===== src/rtl/ariane_pkg.sv =====
`default_nettype none
// ============================================================================
//  Package     : ariane_pkg
//  Description : Core-side types shared with the functional units
//  Revision    : 1.0 - initial release
// ============================================================================
package ariane_pkg;

  typedef struct packed {
    logic [63:0] cause;
    logic [63:0] tval;
    logic        valid;
  } exception_t;

endpackage
`default_nettype wire


===== src/rtl/cvxif_buffered_fu_pkg.sv =====
`default_nettype none
// ============================================================================
//  Package     : cvxif_buffered_fu_pkg
//  Description : Sizing of the illegal-report FIFO entry.
//                CVXIF_ILL_TVAL_EN adds the 32-bit instruction to each entry.
//  Revision    : 1.0 - initial release
// ============================================================================
package cvxif_buffered_fu_pkg;

`ifdef CVXIF_ILL_TVAL_EN
  localparam int unsigned ILL_INSTR_BITS = 32;
`else
  localparam int unsigned ILL_INSTR_BITS = 0;
`endif

  // Entry holds the transaction id, plus the instruction when tval is kept.
  function automatic int unsigned ill_entry_width(input int unsigned id_bits);
    return id_bits + ILL_INSTR_BITS;
  endfunction

endpackage
`default_nettype wire


===== src/rtl/cvxif_pkg.sv =====
`default_nettype none
// ============================================================================
//  Package     : cvxif_pkg
//  Description : Core-V eXtension interface request/response types
//  Revision    : 1.0 - initial release
// ============================================================================
package cvxif_pkg;

  localparam int unsigned X_NUM_RS    = 3;
  localparam int unsigned X_ID_WIDTH  = 3;
  localparam int unsigned X_RFR_WIDTH = 64;
  localparam int unsigned X_RFW_WIDTH = 64;

  typedef struct packed {
    logic [31:0]                          instr;
    logic [X_ID_WIDTH-1:0]                id;
    logic [X_NUM_RS-1:0][X_RFR_WIDTH-1:0] rs;
    logic [X_NUM_RS-1:0]                  rs_valid;
  } x_issue_req_t;

  typedef struct packed {
    logic accept;
    logic writeback;
  } x_issue_resp_t;

  typedef struct packed {
    logic [X_ID_WIDTH-1:0] id;
    logic                  x_kill;
  } x_commit_t;

  typedef struct packed {
    logic [X_ID_WIDTH-1:0]  id;
    logic [X_RFW_WIDTH-1:0] data;
    logic [4:0]             rd;
    logic                   we;
    logic                   exc;
    logic [5:0]             exccode;
  } x_result_t;

  typedef struct packed {
    logic         x_issue_valid;
    x_issue_req_t x_issue_req;
    logic         x_commit_valid;
    x_commit_t    x_commit;
    logic         x_result_ready;
  } cvxif_req_t;

  typedef struct packed {
    logic          x_issue_ready;
    x_issue_resp_t x_issue_resp;
    logic          x_result_valid;
    x_result_t     x_result;
  } cvxif_resp_t;

endpackage
`default_nettype wire


===== src/rtl/riscv.sv =====
`default_nettype none
// ============================================================================
//  Package     : riscv
//  Description : RISC-V architectural constants used by the writeback path
//  Revision    : 1.0 - initial release
// ============================================================================
package riscv;

  localparam logic [63:0] ILLEGAL_INSTR = 64'd2;

endpackage
`default_nettype wire


===== src/rtl/cvxif_ill_fifo.sv =====
`default_nettype none
// ============================================================================
//  Module      : cvxif_ill_fifo
//  Description : Small FIFO of pending illegal-instruction reports with
//                synchronous flush and occupancy count.
//  Revision    : 1.0 - initial release
// ============================================================================
module cvxif_ill_fifo #(
  parameter int unsigned DEPTH = 4,
  parameter int unsigned WIDTH = 3
) (
  input  logic                     clk_i,
  input  logic                     rst_ni,
  input  logic                     flush_i,
  input  logic                     push_i,
  input  logic [WIDTH-1:0]         data_i,
  input  logic                     pop_i,
  output logic [WIDTH-1:0]         data_o,
  output logic [$clog2(DEPTH):0]   count_o
);

  localparam int unsigned PTR_W = $clog2(DEPTH);
  localparam int unsigned CNT_W = PTR_W + 1;

  logic [PTR_W-1:0]            wr_ptr_q, wr_ptr_d;
  logic [PTR_W-1:0]            rd_ptr_q, rd_ptr_d;
  logic [CNT_W-1:0]            count_q, count_d;
  logic [DEPTH-1:0][WIDTH-1:0] mem_q, mem_d;
  logic                        push_ok, pop_ok;

  // Never overfill or underflow, whatever the caller asks for.
  assign push_ok = push_i & (count_q != CNT_W'(DEPTH));
  assign pop_ok  = pop_i & (count_q != '0);

  // Next-state: flush wins; pointers wrap naturally since DEPTH is a power of 2.
  always_comb begin
    wr_ptr_d = wr_ptr_q;
    rd_ptr_d = rd_ptr_q;
    count_d  = count_q;
    mem_d    = mem_q;
    if (flush_i) begin
      wr_ptr_d = '0;
      rd_ptr_d = '0;
      count_d  = '0;
    end else begin
      if (push_ok) begin
        mem_d[wr_ptr_q] = data_i;
        wr_ptr_d        = wr_ptr_q + PTR_W'(1);
      end
      if (pop_ok) begin
        rd_ptr_d = rd_ptr_q + PTR_W'(1);
      end
      count_d = count_q + CNT_W'(push_ok) - CNT_W'(pop_ok);
    end
  end

  // State registers, cleared by the asynchronous reset.
  always_ff @(posedge clk_i or negedge rst_ni) begin
    if (!rst_ni) begin
      wr_ptr_q <= '0;
      rd_ptr_q <= '0;
      count_q  <= '0;
      mem_q    <= '0;
    end else begin
      wr_ptr_q <= wr_ptr_d;
      rd_ptr_q <= rd_ptr_d;
      count_q  <= count_d;
      mem_q    <= mem_d;
    end
  end

  assign data_o  = mem_q[rd_ptr_q];
  assign count_o = count_q;

endmodule
`default_nettype wire


===== src/rtl/cvxif_buffered_fu.sv =====
`default_nettype none
// ============================================================================
//  Module      : cvxif_buffered_fu
//  Description : CV-X-IF functional unit. Forwards issues to the coprocessor,
//                queues rejected issues and reports them as illegal
//                instructions when the result bus is idle.
//                Define CVXIF_ILL_TVAL_EN to report the instruction in tval.
//  Revision    : 1.0 - initial release
// ============================================================================
module cvxif_buffered_fu
  import cvxif_pkg::*;
  import ariane_pkg::*;
  import cvxif_buffered_fu_pkg::*;
#(
  parameter int unsigned NrRs        = 2,
  parameter int unsigned IllDepth    = 4,
  parameter int unsigned TransIdBits = 3,
  parameter int unsigned XLEN        = 64
) (
  input  logic                      clk_i,
  input  logic                      rst_ni,
  input  logic                      flush_i,
  input  logic                      x_valid_i,
  output logic                      x_ready_o,
  input  logic [31:0]               x_off_instr_i,
  input  logic [TransIdBits-1:0]    trans_id_i,
  input  logic [XLEN-1:0]           operand_a_i,
  input  logic [XLEN-1:0]           operand_b_i,
  input  logic [XLEN-1:0]           operand_c_i,
  output logic [TransIdBits-1:0]    x_trans_id_o,
  output logic [XLEN-1:0]           x_result_o,
  output exception_t                x_exception_o,
  output logic                      x_valid_o,
  output logic                      x_we_o,
  output logic [$clog2(IllDepth):0] ill_pending_o,
  output cvxif_req_t                cvxif_req_o,
  input  cvxif_resp_t               cvxif_resp_i
);

  localparam int unsigned ILL_W = ill_entry_width(TransIdBits);
  localparam int unsigned CNT_W = $clog2(IllDepth) + 1;

  logic [CNT_W-1:0]       ill_count;
  logic                   ill_full;
  logic                   issue_valid;
  logic                   ill_push, ill_pop;
  logic [ILL_W-1:0]       push_data, head_data;
  logic [TransIdBits-1:0] head_id;
  logic [63:0]            head_tval;
  logic [X_RFR_WIDTH-1:0] rs2_val;
  logic                   unused_resp;

  assign ill_full    = (ill_count == CNT_W'(IllDepth));
  assign issue_valid = x_valid_i & ~ill_full & ~flush_i;
  assign x_ready_o   = cvxif_resp_i.x_issue_ready & ~ill_full & ~flush_i;

  // A rejected issue becomes a queued illegal report; a flush drops it.
  assign ill_push = issue_valid & cvxif_resp_i.x_issue_ready & ~cvxif_resp_i.x_issue_resp.accept;
  // Illegal reports only use writeback slots the coprocessor leaves empty.
  assign ill_pop  = ~cvxif_resp_i.x_result_valid & (ill_count != '0) & ~flush_i;

`ifdef CVXIF_ILL_TVAL_EN
  assign push_data = {x_off_instr_i, trans_id_i};
  assign head_tval = 64'(head_data[ILL_W-1 -: 32]);
`else
  assign push_data = trans_id_i;
  assign head_tval = '0;
`endif
  assign head_id = head_data[TransIdBits-1:0];

  // Third source operand exists only in the three-operand configuration.
  if (NrRs == 3) begin : g_rs3
    assign rs2_val = X_RFR_WIDTH'(operand_c_i);
  end else begin : g_rs2
    logic unused_operand_c;
    assign unused_operand_c = ^operand_c_i;
    assign rs2_val          = '0;
  end

  // Fields of the response not consumed by this unit (rd, writeback, ...).
  assign unused_resp = ^cvxif_resp_i;

  cvxif_ill_fifo #(
    .DEPTH (IllDepth),
    .WIDTH (ILL_W)
  ) u_ill_fifo (
    .clk_i   (clk_i),
    .rst_ni  (rst_ni),
    .flush_i (flush_i),
    .push_i  (ill_push),
    .data_i  (push_data),
    .pop_i   (ill_pop),
    .data_o  (head_data),
    .count_o (ill_count)
  );

  // Issue and commit requests; payload is zero whenever no issue is offered.
  always_comb begin
    cvxif_req_o                      = '0;
    cvxif_req_o.x_result_ready       = 1'b1;
    cvxif_req_o.x_issue_req.rs_valid = X_NUM_RS'({NrRs{1'b1}});
    if (issue_valid) begin
      cvxif_req_o.x_issue_valid        = 1'b1;
      cvxif_req_o.x_issue_req.instr    = x_off_instr_i;
      cvxif_req_o.x_issue_req.id       = X_ID_WIDTH'(trans_id_i);
      cvxif_req_o.x_issue_req.rs[0]    = X_RFR_WIDTH'(operand_a_i);
      cvxif_req_o.x_issue_req.rs[1]    = X_RFR_WIDTH'(operand_b_i);
      cvxif_req_o.x_issue_req.rs[2]    = rs2_val;
      cvxif_req_o.x_commit_valid       = 1'b1;
      cvxif_req_o.x_commit.id          = X_ID_WIDTH'(trans_id_i);
    end
  end

  // Writeback mux: coprocessor result has priority over queued illegal reports.
  always_comb begin
    x_valid_o     = 1'b0;
    x_trans_id_o  = '0;
    x_result_o    = '0;
    x_we_o        = 1'b0;
    x_exception_o = '0;
    if (cvxif_resp_i.x_result_valid) begin
      x_valid_o           = 1'b1;
      x_trans_id_o        = TransIdBits'(cvxif_resp_i.x_result.id);
      x_result_o          = cvxif_resp_i.x_result.data[XLEN-1:0];
      x_we_o              = cvxif_resp_i.x_result.we;
      x_exception_o.cause = 64'(cvxif_resp_i.x_result.exccode);
      x_exception_o.valid = cvxif_resp_i.x_result.exc;
    end else if (ill_pop) begin
      x_valid_o           = 1'b1;
      x_trans_id_o        = head_id;
      x_exception_o.cause = riscv::ILLEGAL_INSTR;
      x_exception_o.tval  = head_tval;
      x_exception_o.valid = 1'b1;
    end
  end

  assign ill_pending_o = ill_count;

endmodule
`default_nettype wire


===== config.mk =====
export PLATFORM = sky130hd
export DESIGN_NAME = cvxif_buffered_fu
export DESIGN_NICKNAME = d
export VERILOG_FILES = /design/src/rtl/ariane_pkg.sv /design/src/rtl/cvxif_buffered_fu_pkg.sv /design/src/rtl/cvxif_pkg.sv /design/src/rtl/riscv.sv /design/src/rtl/cvxif_ill_fifo.sv /design/src/rtl/cvxif_buffered_fu.sv
export SDC_FILE = /design/constraint.sdc
export NUM_CORES = 1
export LEC_CHECK = 0
export ABC_AREA = 1
export ABC_CLOCK_PERIOD_IN_PS = 5640
export BUFFER_PORTS_ARGS = -buffer_cell sky130_fd_sc_hd__clkbuf_2
export CORE_AREA = 5 5 294 296
export DETAILED_ROUTE_END_ITERATION = 7
export DIE_AREA = 0 0 299 301
export GPL_TIMING_DRIVEN = 0
export SLEW_MARGIN = 20
export SYNTH_ARGS = -nofsm -noshare
export SYNTH_HDL_FRONTEND = slang
export SYNTH_SLANG_ARGS = --single-unit
export TNS_END_PERCENT = 100

===== constraint.sdc =====
create_clock -name clk_i -period 5.64 [get_ports clk_i]
set_input_delay 0.282 -clock clk_i [delete_from_list [all_inputs] [get_ports clk_i]]
set_output_delay 0.282 -clock clk_i [all_outputs]
set_load 0.01 [all_outputs]

## After elaboration in Yosys (flattened, before gate mapping)

Index checks and enable logic that the tools add are counted.

| word-level totals | value |
|---|---|
| word-level logic and storage cells | 57 |
| register bits after elaboration | 19 |
| output and inout bits | 439 |
| input port bits | 315 |

| cells by class | value |
|---|---|
| reduce and logical (&&, ||, !) cells | 5 |
| bitwise gates (word level) | 14 |
| $add $sub $neg | 4 |
| equality and inequality tests | 2 |
| muxes and demuxes | 22 |
| order comparisons | 3 |

Operators with widths:

| kind | number |
|---|---|
| 228-bit two-way mux | 1 |
| 64-bit two-way mux | 3 |
| 67-bit two-way mux | 1 |
| 3-bit two-way mux | 5 |
| 12-bit bitwise mux | 1 |
| 1-bit AND | 10 |
| 2-bit two-way mux | 4 |
| 3-bit binary-select mux with 2-bit select | 1 |
| 3-bit demux with 2-bit select | 1 |
| 2-bit by 3-bit < comparator with 1-bit output (second input constant) | 2 |
| 2-bit by 1-bit adder with 2-bit output (second input constant) | 2 |
| 1-bit two-way mux | 4 |
| 4-bit two-way mux | 1 |
| 1-bit inverter | 4 |
| 2-bit nonzero test | 2 |
| 3-bit by 1-bit adder with 3-bit output | 1 |
| 3-bit == test (second input constant) | 1 |
| 3-bit != test (second input constant) | 1 |
| 3-bit nonzero test | 1 |
| 3-bit by 1-bit subtractor with 3-bit output | 1 |
| 2-bit by 1-bit greater-or-equal comparator with 1-bit output (second input constant) | 1 |
| 2-bit AND reduction | 1 |
| 1-bit logical AND | 1 |

## Longest topological paths before layout

Gate-level depths: netlist (run 1).

| depth | value |
|---|---|
| depth in word-level cells | 10 |
| depth in mapped cells | 12 |
| gate-level depth less buffers | 12 |

## By module

Synthesis (run 1) repeated with hierarchy kept, for this count alone.

| unflattened totals | value |
|---|---|
| cells, all modules | 845 |
| area, all modules | 4631.9 sq um |

Modules (own cells, without submodules):

| module | times used | area an instance (sq um) | sequential area each (sq um) | cells an instance |
|---|---|---|---|---|
| cvxif_buffered_fu | 1 | 3603.5 | 0.0 | 721 |
| cvxif_ill_fifo | 1 | 1028.5 | 475.5 | 124 |

## Worst setup path after synthesis (run 1)

No wires, ideal clock.

| timing | value |
|---|---|
| kind | reg-to-reg |
| from | register u_ill_fifo.count_q[1], in the netlist u_ill_fifo.count_o[1] |
| to | register u_ill_fifo.count_q[2], in the netlist u_ill_fifo.count_o[2] |
| required time | 5.523 ns |
| stages on the path, launching flop included | 12 |
| path buffers | 0 |
| setup time | 0.117 ns |
| path slack | 3.692 ns |
| arrival | 1.831 ns |
| period minus slack after synthesis | 1.948 ns |
| path through | dfrtp_1 nor2_2 nand2_1 nand2_1 nor2_2 ha_1 inv_1 ha_1 inv_1 fa_1 nor2_1 nor2_1 |

| on the way | value |
|---|---|
| cells in the longest elaborated chain, start to end | 10 |
| elaborated cells on any way between the ends | 15 |
| those cells by class | 2 x add/sub; 2 x eq/ne; 1 x mux; 9 x bitwise; 1 x reduce/logical |

Ends and longest elaborated chain:

| item | line | text |
|---|---|---|
| from (decl) | cvxif_ill_fifo.sv:27 | `logic [CNT_W-1:0] count_q, count_d;` |
| from (signal assigned) | cvxif_ill_fifo.sv:67 | `count_q <= count_d;` |
| 3-bit == test | cvxif_buffered_fu.sv:53 | `assign ill_full = (ill_count == CNT_W'(IllDepth));` |
| 1-bit inverter | cvxif_buffered_fu.sv:54 | `assign issue_valid = x_valid_i & ~ill_full & ~flush_i;` |
| 1-bit AND (2 in a row) | cvxif_buffered_fu.sv:54 |  |
| 1-bit AND (2 in a row) | cvxif_buffered_fu.sv:58 | `assign ill_push = issue_valid & cvxif_resp_i.x_issue_ready & ~cvxif_resp_i.x_issue_resp.accept;` |
| 1-bit AND | cvxif_ill_fifo.sv:32 | `assign push_ok = push_i & (count_q != CNT_W'(DEPTH));` |
| 3-bit by 1-bit adder with 3-bit output | cvxif_ill_fifo.sv:53 | `count_d = count_q + CNT_W'(push_ok) - CNT_W'(pop_ok);` |
| 3-bit by 1-bit subtractor with 3-bit output * | cvxif_ill_fifo.sv:53 |  |
| 3-bit two-way mux * | cvxif_ill_fifo.sv:41 | `if (flush_i) begin` |
| via u_ill_fifo.count_d[2] | cvxif_ill_fifo.sv:27 |  |

Mark *: on every way through the listed nets, which the timed path passes. The rest lies on a longest branch.
A chain may end at the register's enable or synchronous reset.

==> run metrics, run 1 <==
Hold WC Path Type in -> async; port bufs slightly below 500; largest net degree at the start of global routing 20; Iter 0 DRT Violations between 150 and 200; number of library cell types mapped by synthesis 22; Pwr Total approximately 1.2 mW; post-cts resize count 0; fin crit period 2.256 ns; Total Wirelength between 30000 and 40000 microns; synthesized area per cell around 5.5 sq um; TritonCTS buffer count 3; top cells by area, synth buf_4, inv_1, nor2_1; Congestion Overflow GR 0; PwrDens roughly 130 nW/um^2; clock tree buffer depth 2; DIE HEIGHT approximately 300 microns; total leakage power 6.542 nW; Critical Path RT approximately 5.4 ns; area share of the largest cell type after synthesis approximately 32%; peak supply drop 0.0001612 V; post-synthesis register bit count 19; Setup Total Neg Slack 0 ns; worst skew pair latency approximately 0.25 ns; CORE AREA 83290 sq um; mapped cell area 4617 sq um; count leader, synth inv_1; worst reg2reg path depth 11; Clock Skews between 0.003 and 0.004 ns; crit share post-route between 30% and 40%; status complete, but fails checks; share of cells above drive strength 1 47.58%; GRT Util Overall 7.486%; DP HPWL 35340 microns; dominant synthesized flop cell dfrtp_1; endpoint class of the critical path output port; Hold Buf Count CTS 0; TritonRoute pass-1 iters 4; Crit Path Class reg -> out; first-pass GRT wire length ~47000 microns; crit-path max FO 10; Synth top cells by count inv_1, buf_4, nor2_1; Max-Cap Viols 0; FF-to-FF setup slack 3.49 ns; R2R Path Start u_ill_fifo.count_o[1]$_DFF_PN0_; area leader, netlist buf_4; violated checks hold timing; clk slew on worst S/H paths roughly 0.050 ns; Initial Util 5.543%; routed vias/inst 2.455; Hold WS -0.01944 ns; H-tree depth 1; Seq/Total Area, Yosys approximately a tenth; wire per inst around 14 microns; Slowest-stage cell, CP dfrtp_1; Placer Congestion a little over 0.8; Setup crit start kind flip-flop; Root Buffer clkbuf_16; CTS sink count 19; Yosys warning total 0; RSZ-0062 raised after global routing false; die area ~90000 sq um; Critical Path Max Stage Delay around 0.45 ns; Final Hold Violating Endpoints 19; Post-route DRC 0; Ports roughly 750; fin. max-slew vios 0; CTS tree built; WP data arrival a little under 2 ns; EDFF count, synth 0; number of global-route vias before repair a little over 6000; Setup Buffers After CTS 0; Die Width between 200 and 300 microns; final net count 1849; initial antenna violation count 34; ys async rst share 100.0%; Vias roughly 6400; RR Endpoint u_ill_fifo.count_o[2]$_DFF_PN0_; final setup vio count 0; area delta synth->final 99.89%; Rows between 100 and 150; crit-path cells nor2_2, nand2_2, nand3_2, buf_4, buf_6, nor2_1, clkbuf_2; Max Clock Freq between 400 and 500 MHz; Routed Antenna Nets 0; Post-Syn Instances around 840
## worst max-delay path: cells and delay by family, from the launching register on
kind | cells | cell delay (ns)
AND/OR/NAND/NOR | 4 | 0.51
flip-flops | 1 | 0.45
buffers and inverters | 3 | 0.73
## logic make-up (layout without fill, tap and decap cells)
family,Yosys count,in the layout,synth area share [%]
adders and majority gates,7,7,2.060
buffers and inverters,477,973,57.91
other,2,195,0.1627
AOI/OAI and AO/OA,9,9,1.138
DFF,19,19,10.30
and+or+nand+nor,325,325,28.05
xor gates and xnor gates,2,2,0.3795
## report_power, final
group          total (mW)  internal, mW  switching, mW
Combinational       0.879         0.363          0.516
Sequential          0.181         0.160         0.0210
Clock               0.150        0.0963         0.0538
Total                1.21         0.619          0.590
## through the flow
step | area, sq um | worst slack (ns) | std cells | util, % | hold slack [ns]
finish | 9229 | 3.384 | 2610 | 11.08 | -0.01944
global placement | 9140 | 3.575 | 2602 | 10.97 | 0.2785
floorplan | 5326 | 3.692 | 1030 | - | -0.01359
detailed placement | 9140 | 3.519 | 2602 | 10.97 | 0.2789
CTS | 9219 | 3.356 | 2606 | 11.07 | 0.006886
global route | 9224 | 3.241 | 2608 | 11.07 | 0.02727
## how the worst max path moves through the flow
| stage | startpoint | endpoint | slack [ns] | cells past startpoint |
|---|---|---|---|---|
| global placement | u_ill_fifo.count_o[1]$_DFF_PN0_ | u_ill_fifo.count_o[2]$_DFF_PN0_ | 3.57 | 11 |
| floorplan | u_ill_fifo.count_o[1]$_DFF_PN0_ | u_ill_fifo.count_o[2]$_DFF_PN0_ | 3.69 | 11 |
| finish | u_ill_fifo.count_o[1]$_DFF_PN0_ | cvxif_req_o[104] | 3.38 | 7 |
| detailed placement | u_ill_fifo.count_o[1]$_DFF_PN0_ | u_ill_fifo.count_o[2]$_DFF_PN0_ | 3.52 | 11 |
| CTS | u_ill_fifo.count_o[1]$_DFF_PN0_ | cvxif_req_o[102] | 3.36 | 7 |
| global route | u_ill_fifo.count_o[1]$_DFF_PN0_ | cvxif_req_o[102] | 3.24 | 7 |
## cells in the final DEF, fill, tap and decap left out, drive strengths merged, types with 4 or more instances in the layout
cell type,count
clkbuf,498
inv,252
buf,223
conb,191
nor2,178
nand2,125
dfrtp,19
nand4,16
ha,6
nand3,6
diode,4
o21ai,4
## sequential cells by signal, summed over array words and instances, names as in the netlist
| name | cells |
|---|---|
| u_ill_fifo.rd_ptr_q | 2 |
| u_ill_fifo.mem_q | 12 |
| u_ill_fifo.wr_ptr_q | 2 |
| u_ill_fifo.count_o | 3 |
## cell type report
cell class / instances / area, sq um
Fill cell: 9792 / 74060
Clock buffer: 4 / 78.83
Buffer: 225 / 1728
Multi-Input combinational cell: 534 / 2177
Sequential cell: 19 / 475.5
Inverter: 252 / 945.9
Tap cell: 1080 / 1351
Antenna cell: 4 / 10.01
Timing Repair Buffer: 492 / 2462
## per-layer routing
metal | up-vias | GRT usage [%] | part of all wire [%]
li1 | 3289 | - | -
met1 | 2579 | 6.948 | 32
met2 | 436 | 12.67 | 46
met3 | 59 | 6.813 | 21
met4 | 44 | 0.9112 | 0.92
met5 | - | 0 | 0.77
Note: power is estimated with default switching activity, not from simulation.
==> run 2, diff against run 1 <==
ABC_CLOCK_PERIOD_IN_PS = 2000   (was 5640)
clock period = 2 ns   (was 5.64 ns; I/O delays follow)
==> run 2 against run 1 <==
Net effect: the run now ends clean; sequential cell count unchanged; register-to-register slack got worse by 3.4 ns; non-clock buffer count increased by 6; critical path depth increased by 3; sequential share of layout area about the same; final cell count increased by 0.23%; cell area increased by 1.1%; via count increased by 0.34%; global-route usage about the same; highest routed layer unchanged; largest cell class unchanged.
==> run metrics, run 2 (synthesized netlist as in run 1, its figures left out) <==
wire per inst around 14 microns; clk slew on worst S/H paths about 0.05 ns; area delta synth->final 102.0%; most common cell after layout, fill and taps aside clkbuf_2; GRT Util Overall between 7 and 8%; largest net degree at the start of global routing 20; die area approximately 90000 sq um; share of cells above drive strength 1 approximately half; most frequent cells in the layout clkbuf_2, inv_1, buf_4, conb_1, nor2_1; max reg flops 12; switching share of power 48.45%; Flop pwr share 14.5%; Ports approximately 750; number of global-route vias before repair ~6100; PwrDens 377.5 nW/um^2; Total Wirelength about 37000 microns; crit share post-route between 90% and 100%; Root Buffer clkbuf_16; worst skew pair latency ~0.25 ns; final net count ~1900; Pwr Total between 3 and 4 mW; Setup crit start kind flip-flop; Final Hold Violating Endpoints 0; routed vias/inst approximately 2.5; fin crit period roughly 2.0 ns; Top Usage Layer GRT met2; crit-path max FO 3; Biggest register u_ill_fifo.mem_q; port bufs slightly below 500; Critical Path RT 2.14 ns; Post-route DRC 0; met2 Use GR about 13%; Iter 0 DRT Violations 186; final setup vio count 0; first-pass GRT wire length between 40000 and 50000 microns; Congestion Overflow GR 0; clock tree buffer depth 2; met3 GRT Util under 10%; fin. max-slew vios 0; H-tree depth 1; total leakage power 6.579 nW; Max-Cap Viols 0; Hold WS between 0.1 and 0.15 ns; Clk pwr share 11.9%; Sw Pwr 1.706 mW; endpoint class of the critical path flip-flop; grt met1 use 6.926%; number of fill cells in the layout 9788; TritonRoute pass-1 iters 4; Routed Antenna Nets 0; Cell Int Power between 1.5 and 2 mW; initial antenna violation count 34; RSZ-0062 raised after global routing true; WP data arrival roughly 2.1 ns; status finished clean; CTS tree built; Die Width approximately 300 microns; CORE AREA around 83000 sq um; TritonCTS buffer count 3; DP HPWL 35340 microns; Placer Congestion between 0.8 and 0.9; Initial Util 5.543%; Crit Path Class reg -> reg; peak supply drop between 0.0004 and 0.0005 V; DIE HEIGHT ~300 microns; Max Clock Freq around 500 MHz; Combinational Power Share between 70% and 80%; Clock Skews ~0.0017 ns; Vias roughly 6400; Rows 106; Hold WC Path Type in -> reg; CTS sink count 19
run 2: worst paths after layout:
kind                            cells after the start                               to                       startpoint  slack, ns
worst min register to register                      2  u_ill_fifo.mem_q[9]$_DFFE_PN0P_  u_ill_fifo.mem_q[9]$_DFFE_PN0P_       0.47
worst min-delay path                                2  u_ill_fifo.count_o[1]$_DFF_PN0_                          flush_i       0.12
min in group asynchronous                           2  u_ill_fifo.count_o[0]$_DFF_PN0_                           rst_ni       0.34
worst max register to register                     10  u_ill_fifo.count_o[1]$_DFF_PN0_  u_ill_fifo.count_o[1]$_DFF_PN0_       0.05
worst max-delay path                               10  u_ill_fifo.count_o[1]$_DFF_PN0_  u_ill_fifo.count_o[1]$_DFF_PN0_       0.05
max in group asynchronous                           2  u_ill_fifo.count_o[2]$_DFF_PN0_                           rst_ni       1.30
run 2: worst max-delay path, stage by stage (launching register included):
cell	delay (ns)
dfrtp_2	0.43
nor2_4	0.15
nand2_2	0.10
nand2_4	0.08
nor2_4	0.05
ha_4	0.21
inv_2	0.04
ha_2	0.16
inv_2	0.04
fa_2	0.52
nor2_1	0.04
run 2: power by group through the flow:
stage / Clock, mW / Sequential (mW) / Combinational, mW
2_1_floorplan: 0 / 0.510 / 1.43
3_3_place_gp: 0 / 0.516 / 2.48
3_5_place_dp: 0 / 0.517 / 2.50
4_1_cts: 0.422 / 0.517 / 2.52
5_1_grt: 0.451 / 0.518 / 2.87
6_report: 0.420 / 0.510 / 2.59
run 2: metal layers:
layer / wire [microns] / share of wire [%]
met5: 291 / 0.79
met4: 337 / 0.91
met3: 7731 / 21
met2: 17050 / 46
met1: 11660 / 31
run 2: area by class of cell:
cell class	instances	area (sq um)	share of cell area [%]
repair buffers	498	2510	26.91
well taps	1080	1351	14.49
clock buffers	4	78.83	0.8451
inverters	252	945.9	10.14
plain buffers	225	1739	18.65
diodes	4	10.01	0.1073
flip-flops and latches	19	478.0	5.124
multi-input cells	534	2215	23.74
run 2: repair_timing:
item / in CTS / in global routing
setup buffers: 0 / 5
resized for setup: 6 / 10
hold buffers: 1 / 0
setup endpoints to repair: 94 / 18
hold endpoints to repair: 19 / 0
pin swaps: 0 / 5
run 2: metrics by stage:
| step | area (sq um) | util [%] | std cells | TNS, ns | worst slack (ns) |
|---|---|---|---|---|---|
| final | 9328 | 11.20 | 2616 | 0 | 0.04510 |
| after global routing | 9323 | 11.19 | 2614 | -0.03289 | -0.01383 |
| after CTS | 9248 | 11.10 | 2607 | -0.02780 | -0.02780 |
| after detailed placement | 9140 | 10.97 | 2602 | -0.2165 | -0.1207 |
| after global placement | 9140 | 10.97 | 2602 | -0.1093 | -0.06544 |
| after floorplan | 5326 | - | 1030 | 0 | 0.05181 |
==> run 3, diff against run 2 <==
ABC_AREA = 0   (was 1)
CORE_AREA = 5 5 287 289   (was 5 5 294 296)
DIE_AREA = 0 0 292 294   (was 0 0 299 301)
==> run 3 against run 2 <==
Net effect: the flow now finishes with violations (setup timing); largest cell class unchanged; highest routed layer unchanged; critical path type unchanged; global-route usage up 1.2 points; clock power fell by 1%; register-to-register slack got worse by 0.19 ns.
==> run metrics, run 3 <==
Hold WS about 0.18 ns; WP data arrival approximately 2.3 ns; GRT Util Overall approximately 8.7%; fin crit period 2.145 ns; CTS tree built; initial antenna violation count 30; Max-slew headroom roughly 64%; switching share of power between 40% and 50%; Routed Antenna Nets 0; largest net degree at the start of global routing 20; Yosys warning total 0; Pwr Total 3.526 mW; post-route insts no fill ~2300; most common cell after layout, fill and taps aside clkbuf_2; mapped cell area 4409 sq um; most frequent cells in the layout clkbuf_2, buf_4, conb_1, and2_1, and2_4; die area between 80000 and 90000 sq um; Cells after DPL 2282; clock tree buffer depth 2; synthesized area per cell slightly above 8 sq um; Top Usage Layer GRT met2; grt met1 use under 10%; Total Wirelength roughly 41000 microns; placed cell areas about 9000 sq um; crit-path max FO 4; wire per inst ~18 microns; crit share post-route 107.2%; Slew @ Worst Pin ~0.53 ns; Critical Path RT roughly 2.2 ns; endpoint class of the critical path flip-flop; max reg flops 12; TritonCTS buffer count 3; clk slew on worst S/H paths 0.06 ns; final setup vio count ~170; Placer Congestion 0.8146; CTS sink count 19; number of global-route vias before repair 5551; Synth top cells by count buf_4, and2_1, and2_4; Initial Util under 10%; Root Buffer clkbuf_16; Final Hold Violating Endpoints 0; Biggest register u_ill_fifo.mem_q; DP HPWL 38940 microns; Max-Cap Viols 0; Setup crit start kind flip-flop; TritonRoute pass-1 iters 4; Clock Skews 0.004924 ns; ys async rst share 100.0%; Clk pwr share approximately an eighth; RR Endpoint u_ill_fifo.count_o[2]$_DFF_PN0_; Cell Int Power approximately 2.1 mW; number of library cell types mapped by synthesis 29; status complete, but fails checks; Rows 104; peak supply drop around 0.00058 V; met2 Use GR between 10% and 20%; area share of the largest cell type after synthesis 33.37%; post-synthesis register bit count 19; H-tree depth 1; setup ws final -0.1446 ns; worst reg2reg path depth 10; final net count between 1500 and 2000; Sw Pwr 1.447 mW; number of fill cells in the layout a little over 9000; first-pass GRT wire length 50000 microns; EDFF count, synth 0; share of cells above drive strength 1 between 60 and 70%; port bufs approximately 500; count leader, synth buf_4; Flop pwr share 14.6%; Max Clock Freq 466.3 MHz; total leakage power between 5 and 6 nW; final instance area ~9900 sq um; fin. max-slew vios 0; Die Width 292 microns; CORE AREA 79640 sq um; Vias ~5500; Hold WC Path Type in -> reg; DIE HEIGHT ~290 microns; violated checks setup timing; Congestion Overflow GR 0; FF-to-FF setup slack -0.14 ns; Combinational Power Share roughly 74%; R2R Path Start u_ill_fifo.count_o[1]$_DFF_PN0_; Crit Path Class reg -> reg; Final Util about 12%; top cells by area, synth buf_4, and2_1, and2_4; Post-Syn Instances 542; worst skew pair latency 0.25 ns; Seq/Total Area, Yosys a little over a tenth; Post-route DRC 0; PwrDens around 360 nW/um^2; dominant synthesized flop cell dfrtp_1; Ports ~750; RSZ-0062 raised after global routing true; CP Launch Point u_ill_fifo.count_o[1]$_DFF_PN0_; Iter 0 DRT Violations slightly below 90; met3 GRT Util under 10%; routed vias/inst about 2.4; Worst setup endpoint u_ill_fifo.count_o[2]$_DFF_PN0_; area delta synth->final 123.6%; area leader, netlist buf_4
run 3: changes by cell type after synthesis, sizes merged, moves of 3 or more:
| cell | before | now |
|---|---|---|
| mux4 | 0 | 3 |
| nand4 | 16 | 0 |
| nor2 | 178 | 2 |
| nand2 | 125 | 0 |
| buf | 223 | 215 |
| inv | 252 | 6 |
| mux2 | 0 | 12 |
| a22o | 0 | 3 |
| o211ai | 3 | 0 |
| nor3 | 0 | 3 |
| clkbuf | 2 | 11 |
| o21ai | 4 | 1 |
| and2 | 0 | 235 |
| a21o | 0 | 3 |
run 3: what timing repair did:
action                                  4_1_cts  5_1_grt
pin swaps                                    21        2
endpoints found under the setup margin      191      172
gates cloned                                  3        0
buffers inserted                              4        2
gates resized for setup                     152       12
hold endpoints to repair                     19        0
hold buffers                                  1        0
run 3: worst max-delay path: stages, from the launching register on:
cell and delay [ns]:
dfrtp_2 0.43, nor3_4 0.27, nor3_4 0.08, ha_1 0.31
inv_2 0.07, ha_4 0.12, inv_2 0.03, fa_2 0.34
xor2_2 0.16, and2_4 0.16, nor3_2 0.10
run 3: metrics by stage:
| step | TNS (ns) | setup WS [ns] |
|---|---|---|
| 2_1_floorplan | -0.1289 | -0.1289 |
| 3_3_place_gp | -3.335 | -0.4248 |
| 3_5_place_dp | -4.214 | -0.4699 |
| 4_1_cts | -28.98 | -0.2331 |
| 5_1_grt | -22.51 | -0.2435 |
| 6_report | -11.61 | -0.1446 |
run 3: cells by family after synthesis:
group	Yosys count	share of synthesized area [%]
AOI/OAI and AO/OA	12	1.901
muxes	15	4.597
other	2	0.1703
DFF	19	10.78
xor gates and xnor gates	1	0.1987
adders and majority gates	7	2.157
and+or+nand+nor	254	40.52
buffers and inverters	232	39.67
run 3: power by group through the flow:
stage / registers (mW) / logic, mW / clock network, mW
6_report: 0.516 / 2.59 / 0.415
3_3_place_gp: 0.524 / 2.31 / 0
2_1_floorplan: 0.515 / 1.34 / 0
4_1_cts: 0.516 / 2.62 / 0.418
3_5_place_dp: 0.529 / 2.32 / 0
5_1_grt: 0.526 / 2.86 / 0.438
run 3: area by class of cell:
cell class | count | area, sq um | share of cell area [%]
diodes | 12 | 30.03 | 0.3046
clock buffers | 3 | 75.07 | 0.7616
well taps | 1060 | 1326 | 13.46
flip-flops and latches | 19 | 479.2 | 4.862
plain buffers | 225 | 1754 | 17.80
multi-input cells | 480 | 3019 | 30.63
inverters | 6 | 22.52 | 0.2285
repair buffers | 501 | 3146 | 31.91
clock inverters | 1 | 5.005 | 0.05077
run 3: layer usage:
metal / routed length, microns / share of wire [%]
met5: 126 / 0.31
met1: 12760 / 31
met4: 827 / 2.0
met2: 18700 / 46
met3: 8161 / 20
run 3: how the worst min path moves through the flow:
stage,start,endpoint,slack (ns),cells after the start
after floorplan,rst_ni,u_ill_fifo.count_o[0]$_DFF_PN0_,-0.20,0
after global placement,rst_ni,u_ill_fifo.count_o[2]$_DFF_PN0_,0.09,1
after detailed placement,rst_ni,u_ill_fifo.count_o[2]$_DFF_PN0_,0.09,1
after CTS,trans_id_i[2],u_ill_fifo.mem_q[5]$_DFFE_PN0P_,0.19,2
after global routing,trans_id_i[0],u_ill_fifo.mem_q[3]$_DFFE_PN0P_,0.19,2
final,trans_id_i[0],u_ill_fifo.mem_q[9]$_DFFE_PN0P_,0.18,2
